===== src/rtl/io_port_hub_pkg.sv =====
// -----------------------------------------------------------------------------
// io_hub_pkg
// Shared definitions for the I/O port hub:
//   - byte offsets of the hub window (input ports, output ports, status word)
//   - converter FSM state encoding
//   - active-low seven-segment patterns (gfedcba) for 0-9 and the dash
//   - pow10 helper used to derive the display overflow limit
// -----------------------------------------------------------------------------
package io_hub_pkg;

  // Hub window layout; bits [1:0] of the bus address are never decoded.
  localparam logic [7:0] IN_BASE   = 8'h00;
  localparam logic [7:0] OUT_BASE  = 8'h40;
  localparam logic [7:0] STAT_ADDR = 8'h7C;

  // Active-low segment patterns, bit order {g,f,e,d,c,b,a}.
  localparam logic [6:0] SEG_ZERO = 7'b1000000;
  localparam logic [6:0] SEG_DASH = 7'b0111111;

  typedef enum logic [1:0] {
    IDLE  = 2'd0,
    SHIFT = 2'd1,
    DONE  = 2'd2
  } conv_state_e;

  // Decimal digit to active-low segments; anything outside 0-9 shows a dash.
  function automatic logic [6:0] seg7(input logic [3:0] digit);
    logic [6:0] seg;
    case (digit)
      4'd0:    seg = 7'b1000000;
      4'd1:    seg = 7'b1111001;
      4'd2:    seg = 7'b0100100;
      4'd3:    seg = 7'b0110000;
      4'd4:    seg = 7'b0011001;
      4'd5:    seg = 7'b0010010;
      4'd6:    seg = 7'b0000010;
      4'd7:    seg = 7'b1111000;
      4'd8:    seg = 7'b0000000;
      4'd9:    seg = 7'b0010000;
      default: seg = SEG_DASH;
    endcase
    return seg;
  endfunction

  // 10^n as a 32-bit value; intended for elaboration-time constants.
  function automatic logic [31:0] pow10(input int unsigned n);
    logic [31:0] r;
    r = 32'd1;
    for (int unsigned k = 0; k < n; k++) begin
      r = r * 32'd10;
    end
    return r;
  endfunction

endpackage


===== src/rtl/bcd_seq_conv.sv =====
// -----------------------------------------------------------------------------
// bcd_seq_conv
// Sequential binary-to-BCD converter (double dabble) for one display port.
// A load while a conversion is running is parked as "pending"; the running
// conversion finishes without updating the display and the parked value is
// converted next, so only the latest value ever reaches the digits.
// Ports:
//   clk, reset      clock, synchronous active-low reset
//   load            write strobe for this port (same cycle as the bus write)
//   load_val        low CONV_BITS bits of the written value
//   load_ovf        written value does not fit in DIGITS decimal digits
//   busy            conversion in progress (registered)
//   hex             DIGITS active-low digits, digit 0 least significant
// -----------------------------------------------------------------------------
module bcd_seq_conv
  import io_hub_pkg::*;
#(
  parameter int DIGITS    = 2,
  parameter int CONV_BITS = 7
) (
  input  logic                   clk,
  input  logic                   reset,
  input  logic                   load,
  input  logic [CONV_BITS-1:0]   load_val,
  input  logic                   load_ovf,
  output logic                   busy,
  output logic [DIGITS*7-1:0]    hex
);

  localparam int SW = $clog2(CONV_BITS + 1);
  localparam int BW = DIGITS * 4;

  conv_state_e            state_q, state_d;
  logic [CONV_BITS-1:0]   bin_q, bin_d;
  logic [BW-1:0]          bcd_q, bcd_d;
  logic [SW-1:0]          step_q, step_d;
  logic                   ovf_q, ovf_d;
  logic                   pend_q, pend_d;
  logic [CONV_BITS-1:0]   pend_val_q, pend_val_d;
  logic                   pend_ovf_q, pend_ovf_d;
  logic                   busy_q, busy_d;
  logic [DIGITS*7-1:0]    hex_q, hex_d;

  logic [BW-1:0]          bcd_adj_s;
  logic [DIGITS*7-1:0]    disp_s;

  // Add-3 correction on every BCD nibble of 5 or more, ahead of the shift.
  always_comb begin
    bcd_adj_s = bcd_q;
    for (int k = 0; k < DIGITS; k++) begin
      if (bcd_q[k*4 +: 4] >= 4'd5) begin
        bcd_adj_s[k*4 +: 4] = bcd_q[k*4 +: 4] + 4'd3;
      end else begin
        bcd_adj_s[k*4 +: 4] = bcd_q[k*4 +: 4];
      end
    end
  end

  // Segment image of the finished conversion; an overflowed value shows dashes.
  always_comb begin
    disp_s = {DIGITS{SEG_DASH}};
    for (int d = 0; d < DIGITS; d++) begin
      if (ovf_q) begin
        disp_s[d*7 +: 7] = SEG_DASH;
      end else begin
        disp_s[d*7 +: 7] = seg7(bcd_q[d*4 +: 4]);
      end
    end
  end

  // Converter FSM next-state: IDLE -> SHIFT (CONV_BITS steps) -> DONE -> IDLE/SHIFT.
  always_comb begin
    state_d    = state_q;
    bin_d      = bin_q;
    bcd_d      = bcd_q;
    step_d     = step_q;
    ovf_d      = ovf_q;
    pend_d     = pend_q;
    pend_val_d = pend_val_q;
    pend_ovf_d = pend_ovf_q;
    busy_d     = busy_q;
    hex_d      = hex_q;
    case (state_q)
      IDLE: begin
        if (load) begin
          state_d = SHIFT;
          bin_d   = load_val;
          bcd_d   = {BW{1'b0}};
          step_d  = {SW{1'b0}};
          ovf_d   = load_ovf;
          busy_d  = 1'b1;
        end else begin
          state_d = IDLE;
        end
      end
      SHIFT: begin
        bcd_d = {bcd_adj_s[BW-2:0], bin_q[CONV_BITS-1]};
        bin_d = {bin_q[CONV_BITS-2:0], 1'b0};
        if (step_q == SW'(CONV_BITS - 1)) begin
          state_d = DONE;
          step_d  = {SW{1'b0}};
        end else begin
          step_d  = step_q + SW'(1);
        end
        // A newer write only replaces the parked value; it never disturbs the run.
        if (load) begin
          pend_d     = 1'b1;
          pend_val_d = load_val;
          pend_ovf_d = load_ovf;
        end else begin
          pend_d     = pend_q;
        end
      end
      DONE: begin
        // A write landing on the DONE edge is newer than anything parked.
        if (load) begin
          state_d = SHIFT;
          bin_d   = load_val;
          bcd_d   = {BW{1'b0}};
          step_d  = {SW{1'b0}};
          ovf_d   = load_ovf;
          pend_d  = 1'b0;
          busy_d  = 1'b1;
        end else if (pend_q) begin
          state_d = SHIFT;
          bin_d   = pend_val_q;
          bcd_d   = {BW{1'b0}};
          step_d  = {SW{1'b0}};
          ovf_d   = pend_ovf_q;
          pend_d  = 1'b0;
          busy_d  = 1'b1;
        end else begin
          state_d = IDLE;
          hex_d   = disp_s;
          busy_d  = 1'b0;
        end
      end
      default: begin
        state_d = IDLE;
        pend_d  = 1'b0;
        busy_d  = 1'b0;
      end
    endcase
  end

  // Converter state registers with synchronous active-low reset.
  always_ff @(posedge clk) begin
    if (!reset) begin
      state_q    <= IDLE;
      bin_q      <= {CONV_BITS{1'b0}};
      bcd_q      <= {BW{1'b0}};
      step_q     <= {SW{1'b0}};
      ovf_q      <= 1'b0;
      pend_q     <= 1'b0;
      pend_val_q <= {CONV_BITS{1'b0}};
      pend_ovf_q <= 1'b0;
      busy_q     <= 1'b0;
      hex_q      <= {DIGITS{SEG_ZERO}};
    end else begin
      state_q    <= state_d;
      bin_q      <= bin_d;
      bcd_q      <= bcd_d;
      step_q     <= step_d;
      ovf_q      <= ovf_d;
      pend_q     <= pend_d;
      pend_val_q <= pend_val_d;
      pend_ovf_q <= pend_ovf_d;
      busy_q     <= busy_d;
      hex_q      <= hex_d;
    end
  end

  assign busy = busy_q;
  assign hex  = hex_q;

endmodule


===== src/rtl/io_port_hub.sv =====
// -----------------------------------------------------------------------------
// io_port_hub
// Memory-mapped I/O hub: N_IN debounced switch ports and N_OUT decimal display
// ports behind the CPU data bus.
// Ports:
//   clk, reset   clock, synchronous active-low reset
//   sw           raw switches, port i = sw[i*IN_BITS +: IN_BITS]
//   io_sel/io_we bus select and write strobe
//   io_addr      byte offset in hub window (bits [1:0] ignored)
//   io_wdata     write data
//   io_rdata     combinational read data for io_addr (unmapped -> 0)
//   hex          active-low digits, port j digit d = hex[(j*DIGITS+d)*7 +: 7]
//   busy         per-port conversion in progress
// -----------------------------------------------------------------------------
module io_port_hub
  import io_hub_pkg::*;
#(
  parameter int N_IN      = 2,
  parameter int IN_BITS   = 5,
  parameter int N_OUT     = 3,
  parameter int DIGITS    = 2,
  parameter int CONV_BITS = 7,
  parameter int DEB_CYC   = 4
) (
  input  logic                       clk,
  input  logic                       reset,
  input  logic [N_IN*IN_BITS-1:0]    sw,
  input  logic                       io_sel,
  input  logic                       io_we,
  input  logic [7:0]                 io_addr,
  input  logic [31:0]                io_wdata,
  output logic [31:0]                io_rdata,
  output logic [N_OUT*DIGITS*7-1:0]  hex,
  output logic [N_OUT-1:0]           busy
);

  localparam int          CW        = $clog2(DEB_CYC + 1);
  localparam logic [31:0] OVF_LIMIT = pow10(DIGITS);

  logic [IN_BITS-1:0] sync1_q  [N_IN];
  logic [IN_BITS-1:0] sync1_d  [N_IN];
  logic [IN_BITS-1:0] sync2_q  [N_IN];
  logic [IN_BITS-1:0] sync2_d  [N_IN];
  logic [IN_BITS-1:0] stable_q [N_IN];
  logic [IN_BITS-1:0] stable_d [N_IN];
  logic [CW-1:0]      cnt_q    [N_IN];
  logic [CW-1:0]      cnt_d    [N_IN];
  logic [31:0]        out_reg_q [N_OUT];
  logic [31:0]        out_reg_d [N_OUT];

  logic               wr_en_s;
  logic               wr_ovf_s;
  logic [N_OUT-1:0]   load_s;
  logic               unused_addr_bits_s;

  assign wr_en_s            = io_sel & io_we;
  assign wr_ovf_s           = (io_wdata >= OVF_LIMIT);
  assign unused_addr_bits_s = ^io_addr[1:0];

  // Two-stage synchroniser and debounce: a change is accepted once it has
  // differed from the stable value for DEB_CYC consecutive cycles.
  always_comb begin
    for (int i = 0; i < N_IN; i++) begin
      sync1_d[i] = sw[i*IN_BITS +: IN_BITS];
      sync2_d[i] = sync1_q[i];
      if (sync2_q[i] != stable_q[i]) begin
        if (cnt_q[i] == CW'(DEB_CYC - 1)) begin
          stable_d[i] = sync2_q[i];
          cnt_d[i]    = {CW{1'b0}};
        end else begin
          stable_d[i] = stable_q[i];
          cnt_d[i]    = cnt_q[i] + CW'(1);
        end
      end else begin
        stable_d[i] = stable_q[i];
        cnt_d[i]    = {CW{1'b0}};
      end
    end
  end

  // Output-port write decode; the status word address is never a write target.
  always_comb begin
    for (int j = 0; j < N_OUT; j++) begin
      if (wr_en_s && (io_addr[7:2] == (OUT_BASE[7:2] + 6'(j)))
          && (io_addr[7:2] != STAT_ADDR[7:2])) begin
        load_s[j]    = 1'b1;
        out_reg_d[j] = io_wdata;
      end else begin
        load_s[j]    = 1'b0;
        out_reg_d[j] = out_reg_q[j];
      end
    end
  end

  // Read mux: status word, then input ports, then output readback; else zero.
  always_comb begin
    io_rdata = 32'd0;
    if (io_addr[7:2] == STAT_ADDR[7:2]) begin
      io_rdata = {{(32-N_OUT){1'b0}}, busy};
    end else begin
      for (int i = 0; i < N_IN; i++) begin
        if (io_addr[7:2] == (IN_BASE[7:2] + 6'(i))) begin
          io_rdata = {{(32-IN_BITS){1'b0}}, stable_q[i]};
        end else begin
          io_rdata = io_rdata;
        end
      end
      for (int j = 0; j < N_OUT; j++) begin
        if (io_addr[7:2] == (OUT_BASE[7:2] + 6'(j))) begin
          io_rdata = out_reg_q[j];
        end else begin
          io_rdata = io_rdata;
        end
      end
    end
  end

  // Input path and output value registers with synchronous active-low reset.
  always_ff @(posedge clk) begin
    if (!reset) begin
      for (int i = 0; i < N_IN; i++) begin
        sync1_q[i]  <= {IN_BITS{1'b0}};
        sync2_q[i]  <= {IN_BITS{1'b0}};
        stable_q[i] <= {IN_BITS{1'b0}};
        cnt_q[i]    <= {CW{1'b0}};
      end
      for (int j = 0; j < N_OUT; j++) begin
        out_reg_q[j] <= 32'd0;
      end
    end else begin
      for (int i = 0; i < N_IN; i++) begin
        sync1_q[i]  <= sync1_d[i];
        sync2_q[i]  <= sync2_d[i];
        stable_q[i] <= stable_d[i];
        cnt_q[i]    <= cnt_d[i];
      end
      for (int j = 0; j < N_OUT; j++) begin
        out_reg_q[j] <= out_reg_d[j];
      end
    end
  end

  for (genvar j = 0; j < N_OUT; j++) begin : g_conv
    bcd_seq_conv #(
      .DIGITS    (DIGITS),
      .CONV_BITS (CONV_BITS)
    ) u_conv (
      .clk      (clk),
      .reset    (reset),
      .load     (load_s[j]),
      .load_val (io_wdata[CONV_BITS-1:0]),
      .load_ovf (wr_ovf_s),
      .busy     (busy[j]),
      .hex      (hex[j*DIGITS*7 +: DIGITS*7])
    );
  end

endmodule


===== config.mk =====
export PLATFORM = sky130hd
export DESIGN_NAME = io_port_hub
export DESIGN_NICKNAME = d
export VERILOG_FILES = /design/src/rtl/io_port_hub_pkg.sv /design/src/rtl/bcd_seq_conv.sv /design/src/rtl/io_port_hub.sv
export SDC_FILE = /design/constraint.sdc
export NUM_CORES = 1
export LEC_CHECK = 0
export ABC_CLOCK_PERIOD_IN_PS = 6100
export BUFFER_PORTS_ARGS = -buffer_cell sky130_fd_sc_hd__buf_2
export CAP_MARGIN = 10
export CELL_PAD_IN_SITES_DETAIL_PLACEMENT = 1
export CELL_PAD_IN_SITES_GLOBAL_PLACEMENT = 1
export CORE_ASPECT_RATIO = 0.6
export CORE_UTILIZATION = 49
export CTS_CLUSTER_SIZE = 20
export DETAILED_ROUTE_END_ITERATION = 12
export GPL_TIMING_DRIVEN = 0
export PLACE_DENSITY_LB_ADDON = 0.1
export SLEW_MARGIN = 20
export SYNTH_ARGS = -nofsm -noshare
export SYNTH_HDL_FRONTEND = slang
export SYNTH_HIERARCHICAL = 1
export SYNTH_SLANG_ARGS = --single-unit

===== constraint.sdc =====
create_clock -name clk -period 6.1 [get_ports clk]
set_input_delay 1.22 -clock clk [delete_from_list [all_inputs] [get_ports clk]]
set_output_delay 1.22 -clock clk [all_outputs]
set_load 0.01 [all_outputs]

==> impl_metrics.tcl, run 1 <==
set metrics [dict create \
    status "finished clean" \
    synthMuxAreaShare_pct 3.28 \
    antenna_left 0 \
    synth_top_family_by_area "simple AND/OR/NAND/NOR gates" \
    yosysSeqAreaShare_pct 41.1 \
    drt_iter0_markers 923 \
    place_hpwl_um 34300 \
    drc_errors 0 \
    path_cells "buf_2 -> clkbuf_1 -> nor2_1 -> nand4_1 -> inv_1 -> buf_2 -> buf_4 -> nor3b_2 -> buf_6 -> nor4_1 -> a32o_1 -> inv_1 -> ha_1 -> nor2b_1 -> a31o_2 -> a211o_1" \
    crit_fanout 10 \
    yosysMostFrequentCell "dfxtp_1" \
    synthAdderAreaFrac_pct 5.07 \
    hold_path_class "reg -> reg" \
    num_vias 14000 \
    maxCapViolCount 0 \
    setup_violations 0 \
    nNetsFinal 2076 \
    rsz0062_at_grt "no" \
    cts-root-buf "clkbuf_16" \
    cp.required_ps 6560 \
    slowest_stage "nor4_1" \
    slew_headroom_pct 39.0 \
    grt_overflow 0 \
    syn-cell-area_um2 15000 \
    synth_compound_area_share_pct 19.7 \
    fmax_mhz 198 \
    vias_per_cell 5.83 \
    layout-drive-gt1-share_pct 12.3 \
    pin_count 131 \
    slowest_delay_ps 670 \
    avgSynthCellArea_um2 8.35 \
    die_width_um 228 \
    synth-seq-cells 309 \
    p_leak_nw 6.46 \
    clockBufferDepth 3 \
    die_h_um 138 \
    post-route-period-util_pct 82.8 \
    grt_pass1_wl_um 73300 \
    finClkSkew_ps 9.39 \
    yosys.area_share.xor_xnor_pct 0.932 \
    cts.repair.resized 0 \
    synth.area.top_cells "dfxtp_1 41%, nand2_1 6.5%, ha_1 5.1%" \
    grt_usage_pct 29.1 \
    yosys_warnings 6 \
    fin_tns_setup_ps 0 \
    grt_pass1_vias 13700 \
    synth_edf_count 0 \
    routabilityCongestion 0.901 \
    area_growth_pct 14.4 \
    hold_violations 0 \
    cp-end-kind "flip-flop" \
    drv_slew 0 \
    post_cts_buffers 0 \
    antenna_found_initial 1 \
    core-area_um2 30000 \
    ctsHtreeMaxLevel 1 \
    ys.flop_type "dfxtp_1" \
    syn_inst 1802 \
    cts_tree "built" \
    tightest_slew_ps 911 \
    wl_um 47100 \
    clkLatencyLatePin_ps 580 \
    powerDensity_nw_per_um2 241 \
    startpoint_type "input pin" \
    synth-simple-area-share_pct 24.4 \
    cts_made_buffers 30 \
    netlist.area_leader.share_pct 41.1 \
    cts.clk_slew.worst_paths_ps 60 \
    grt_max_degree 15 \
    synthArstFlopShare_pct 0 \
    finish.utilization_pct 57.3 \
    yosys-top-cells-count "309 x dfxtp_1, 261 x nand2_1, 190 x nor2_1" \
    critPathKind "in -> reg" \
    synth_top_cell_by_area "dfxtp_1" \
    cts_hold_buf 0 \
    rows 49 \
    initial_core_util_pct 50.1 \
    synthDistinctLibCells 84 \
    ir_drop_v 0.000221 \
    cts.sinks 309 \
    wl_per_cell_um 19.7 \
    syn-num-nets 1917 \
    io_buffers 127 \
    fp.dieArea_um2 31400 \
    arrival_ps 5500 \
    fin_crit_ps 5050 \
    drtPass1Iterations 5 \
]
==> logic make-up (layout without fill, tap and decap cells) <==
family	count (synthesis)	count (layout)
DFF	309	309
buffers and inverters	192	375
and+or+nand+nor	770	770
adders and majority gates	61	61
AOI/OAI and AO/OA	405	405
xor gates and xnor gates	16	16
muxes	49	49
other	0	1
==> layout make-up <==
class	instances	area, um^2
Fill cell	3714	12800
Multi-Input combinational cell	1301	8030
Sequential cell	309	6190
Clock buffer	47	916
Timing Repair Buffer	127	636
Buffer	131	594
Tap cell	408	510
Inverter	61	234
Clock inverter	9	97.6
Antenna cell	1	2.50
==> path summary, 6_finish.rpt <==
path                 end  slack (ps)                        start  depth (start not counted)
max            flip-flop        1050                   io_addr[2]                         16
min          cnt_q[0][0]         430                  cnt_q[0][0]                          1
max reg2reg    flip-flop        2670  g_conv[1].u_conv/state_q[0]                          9
min reg2reg  cnt_q[0][0]         430                  cnt_q[0][0]                          1
==> layer usage <==
| layer | share of wire, % | global-route usage [%] | up-vias | routed length, um |
|---|---|---|---|---|
| met5 | 0 | 0 | - | 0 |
| li1 | - | - | 6625 | - |
| met3 | 5.3 | 4.41 | 69 | 2500 |
| met1 | 50 | 42.0 | 6923 | 23300 |
| met4 | 1.9 | 7.79 | 0 | 910 |
| met2 | 43 | 45.1 | 344 | 20400 |
==> cell usage in the layout (no fill, tap or decap), drive strengths merged, types with 21 or more instances in the layout <==
cell / count
dfxtp: 309
nand2: 261
nor2: 190
buf: 168
clkbuf: 137
nor3: 110
a21boi: 99
a21oi: 91
ha: 61
inv: 59
nand3: 55
mux2i: 47
o21ai: 33
nor2b: 26
and2: 24
a211oi: 21
==> worst max-delay path, delay by kind of cell <==
kind                     cells  cell delay, ps
AND/OR/NAND/NOR              5            1690
AO/OA/AOI/OAI                3             840
buffers and inverters        7            1520
adder cells (fa/ha/maj)      1             220
==> metrics by stage <==
stage	setup WS (ps)	cell area, um^2	total power, mW	hold WS, ps	cells
6_report	1050	17200	4.14	430	2394
5_1_grt	699	17200	4.26	451	2393
4_1_cts	1140	17200	4.17	428	2393
3_5_place_dp	557	16200	2.24	419	2337
3_3_place_gp	651	16200	2.24	408	2337
2_1_floorplan	1540	15000	2.16	399	1802
==> report_power, final <==
part	switching [mW]	total [mW]	internal, mW
sequential	0.00660	2.04	2.03
combinational	0.117	0.167	0.0503
clock	0.824	1.94	1.11
total	0.948	4.14	3.19
No activity file was read; power rests on OpenSTA's default activity.
==> run 2, diff against run 1 <==
ABC_CLOCK_PERIOD_IN_PS = 4900   (was 6100)
CORE_UTILIZATION = 45   (was 49)
clock period = 4.9 ns   (was 6.1 ns; I/O delays follow)
==> impl_metrics.tcl, run 2 (synthesized netlist as in run 1, its figures left out) <==
set metrics [dict create \
    status "finished clean" \
    vias_per_cell 5.74 \
    startpoint_type "input pin" \
    die_h_um 144 \
    fin_crit_ps 4660 \
    crit_fanout 12 \
    nNetsFinal 2077 \
    fillers 3995 \
    final_cell_mix "309 x dfxtp_1, 261 x nand2_1, 189 x nor2_1" \
    cp.required_ps 5360 \
    grt_max_degree 15 \
    drv_slew 0 \
    clockBufferDepth 3 \
    fin_area_um2 17300 \
    antenna_left 0 \
    slew_headroom_pct 32.7 \
    drtPass1Iterations 5 \
    rows 51 \
    layout-drive-gt1-share_pct 12.6 \
    fin_tns_setup_ps 0 \
    cts_made_buffers 31 \
    cts_hold_buf 0 \
    finClkSkew_ps 11.3 \
    grt_usage_pct 27.7 \
    final_common_cell "dfxtp_1" \
    dp_slack_ps -519 \
    holdPathStages 1 \
    maxCapViolCount 0 \
    routabilityCongestion 0.864 \
    r2r_cells 9 \
    critPathKind "in -> reg" \
    fmax_mhz 214 \
    seqPwrFrac_pct 48.6 \
    cts.clk_slew.worst_paths_ps 60 \
    cp-end-kind "flip-flop" \
    fin_hold_ws_ps 421 \
    cts_tree "built" \
    place_hpwl_um 34500 \
    antenna_found_initial 1 \
    cts.sinks 309 \
    cts-root-buf "clkbuf_16" \
    power_switching_mw 1.18 \
    tightest_slew_ps 1000 \
    grt_overflow 0 \
    pin_count 131 \
    p_leak_nw 6.48 \
    intPower_mw 4.03 \
    core-area_um2 32700 \
    multi_input_area_um2 8040 \
    die_width_um 238 \
    fp.dieArea_um2 34200 \
    wl_um 47700 \
    placed_area_um2 16200 \
    hold_violations 0 \
    num_vias 14000 \
    seq_area_um2 6190 \
    total_power_mw 5.21 \
    setup_violations 0 \
    ir_drop_v 0.000250 \
    ctsHtreeMaxLevel 1 \
    wl_per_cell_um 19.6 \
    io_buffers 127 \
    drc_errors 0 \
    grt_pass1_wl_um 76000 \
    setup_ws_ps 238 \
    clkPwrFrac_pct 47.4 \
    initial_core_util_pct 46.0 \
    p_sw_share_pct 22.7 \
    hold_path_class "reg -> reg" \
    clkLatencyLatePin_ps 580 \
    rsz0062_at_grt "no" \
    grt_pass1_vias 14100 \
    area_growth_pct 15.0 \
    post-route-period-util_pct 95.2 \
    p_comb_share_pct 4.0 \
    arrival_ps 5120 \
    powerDensity_nw_per_um2 301 \
    drt_iter0_markers 933 \
]
==> run 2: power by group through the flow <==
| stage | combinational (mW) | clock, mW | sequential (mW) |
|---|---|---|---|
| floorplan | 0.102 | 0 | 2.59 |
| global placement | 0.200 | 0 | 2.59 |
| detailed placement | 0.204 | 0 | 2.59 |
| CTS | 0.206 | 2.52 | 2.53 |
| global route | 0.223 | 2.63 | 2.53 |
| finish | 0.208 | 2.47 | 2.53 |
==> run 2: routing by layer <==
layer	part of all wire [%]	GRT usage [%]	routed length, um
met5	0	0	0
met4	1.5	4.89	738
met3	5.1	3.63	2440
met2	44	44.3	21000
met1	49	40.3	23500
==> run 2: final cells by class <==
type                       instances  area share, %
inverter                          61           1.35
timing repair buffer             127           3.67
clock inverter                    10          0.723
antenna                            1         0.0145
sequential                       309           35.8
clock buffer                      44           5.29
multi-input combinational       1301           46.5
buffer                           131           3.44
tap                              450           3.25
==> run 2: repair_timing <==
action | 4_1_cts | 5_1_grt
setup buffers | 0 | 0
gates resized for setup | 0 | 3
setup endpoints to repair | 0 | 8
==> run 2: final timing paths <==
kind / to / startpoint / slack [ps]
hold reg to reg: cnt_q[0][3] / cnt_q[0][3] / 420
setup reg to reg: flip-flop / g_conv[1].u_conv/state_q[0] / 1470
setup / recovery: flip-flop / io_addr[3] / 240
hold / removal: cnt_q[0][3] / cnt_q[0][3] / 420
==> run 2: critical path, cell delays in order <==
cell	delay, ps
clkbuf_1	520
nor2b_1	390
nand4_1	330
inv_1	280
buf_2	370
buf_6	200
nor2b_4	80
nor4_2	510
a21boi_1	380
or2_2	230
inv_1	90
ha_1	310
nand2_1	90
nor3_1	50
a211o_1	280
==> run 2: per-stage QoR <==
| step | util [%] | cells |
|---|---|---|
| 6_report | 52.9 | 2434 |
| 2_1_floorplan | - | 1802 |
| 5_1_grt | 52.9 | 2434 |
| 3_3_place_gp | 49.7 | 2379 |
| 4_1_cts | 52.9 | 2433 |
| 3_5_place_dp | 49.7 | 2379 |
==> run 3, diff against run 2 <==
REMOVE_ABC_BUFFERS = 1   (was not set)
==> impl_metrics.tcl, run 3 (synthesized netlist as in run 1, its figures left out) <==
set metrics [dict create \
    drtPass1Iterations 5 \
    status "finished clean" \
    r2r_slack_ps 1450 \
    final_common_cell "dfxtp_1" \
    slowest_delay_ps 660 \
    clockBufferDepth 3 \
    slew_headroom_pct 29.3 \
    die_width_um 238 \
    cp-end-kind "flip-flop" \
    final_cell_mix "309 x dfxtp_1, 261 x nand2_1, 190 x nor2_1" \
    p_leak_nw 6.32 \
    routabilityCongestion 0.838 \
    post-route-period-util_pct 96.1 \
    grt_overflow 0 \
    die_h_um 144 \
    rsz0062_at_grt "no" \
    grt_pass1_vias 13300 \
    cts_tree "built" \
    arrival_ps 5170 \
    hold_violations 0 \
    ctsHtreeMaxLevel 1 \
    drv_slew 0 \
    cp.required_ps 5360 \
    path_cells "buf_4 -> nor2_1 -> nand4_1 -> buf_6 -> clkinv_2 -> buf_16 -> or3b_2 -> nand3_2 -> a32o_1 -> inv_1 -> ha_1 -> nor2b_1 -> a31o_2 -> a211o_1" \
    finClkSkew_ps 10.3 \
    critPathKind "in -> reg" \
    io_buffers 128 \
    num_vias 13200 \
    critical_path_buf_inv_count 5 \
    initial_core_util_pct 46.0 \
    clkLatencyLatePin_ps 570 \
    antenna_left 0 \
    cts.sinks 309 \
    area_growth_pct 13.2 \
    num_antenna_cells 0 \
    core-area_um2 32700 \
    grt_usage_pct 24.9 \
    cts_made_buffers 30 \
    drt_iter0_markers 766 \
    finish.utilization_pct 52.1 \
    pin_count 131 \
    fillers 3949 \
    crit_fanout 37 \
    wl_um 42900 \
    grt_pass1_wl_um 70100 \
    antenna_found_initial 0 \
    place_hpwl_um 28600 \
    setup_violations 0 \
    fmax_mhz 212 \
    hold_path_class "reg -> reg" \
    grt_max_degree 135 \
    rows 51 \
    maxCapViolCount 0 \
    fin_tns_setup_ps 0 \
    drc_errors 0 \
    powerDensity_nw_per_um2 296 \
    cts_hold_buf 0 \
    ir_drop_v 0.000265 \
    tightest_slew_ps 1060 \
    fin_crit_ps 4710 \
    wl_per_cell_um 18.5 \
    nNetsFinal 1965 \
    vias_per_cell 5.70 \
    layout-drive-gt1-share_pct 13.0 \
    startpoint_type "input pin" \
    crit_family "simple AND/OR/NAND/NOR gates" \
    fp.dieArea_um2 34200 \
    cts-root-buf "clkbuf_16" \
    cts.clk_slew.worst_paths_ps 60 \
    slowest_stage "or3b_2" \
]
run 3: area by class of cell:
class | instances | area (um^2) | area share, %
timing repair buffer | 146 | 937 | 5.50
inverter | 61 | 244 | 1.43
clock inverter | 5 | 50.0 | 0.294
multi-input combinational | 1302 | 8140 | 47.8
tap | 450 | 563 | 3.30
sequential | 309 | 6190 | 36.3
clock buffer | 50 | 917 | 5.38
run 3: metrics by stage:
step                      area (um^2)  total power, mW  setup slack, ps  std cells  hold WS [ps]
after global placement          15700             2.76            -6560       2249           407
after global routing            17000             5.20             5.41       2323           447
after CTS                       17000             5.09             53.4       2321           423
after detailed placement        15900             2.78            -1630       2263           414
final                           17000             5.04              190       2323           418
after floorplan                 14400             2.66            -1790       1671           399
run 3: worst register-to-register path: cells and delay by family (launching register included):
family | cells | cell delay (ps)
buffers and inverters | 2 | 250
flip-flops | 1 | 330
AND/OR/NAND/NOR | 4 | 990
adder cells (fa/ha/maj) | 2 | 1190
AO/OA/AOI/OAI | 2 | 590
run 3: worst paths after layout:
kind	start	to	depth (start not counted)
setup reg to reg	g_conv[1].u_conv/state_q[1]	flip-flop	10
setup / recovery	io_addr[3]	flip-flop	14
hold reg to reg	cnt_q[0][0]	cnt_q[0][0]	1
hold / removal	cnt_q[0][0]	cnt_q[0][0]	1
run 3: what timing repair did:
item | in CTS | in global routing
setup buffers | 3 | 1
gates resized for setup | 9 | 9
pin swaps | 1 | 1
setup endpoints to repair | 41 | 22
cloned | 0 | 1
hold endpoints to repair | 0 | 0
run 3: routing by layer:
metal,track usage [%],share of wire [%],vias to the layer above
met1,35.1,50,6563
met5,0,0,-
li1,-,-,6421
met4,4.12,1.4,0
met2,41.4,45,221
met3,3.03,3.3,41
run 3: power breakdown:
group,switching [mW],internal (mW)
sequential,0.00794,2.53
combinational,0.124,0.0664
clock,1.00,1.32
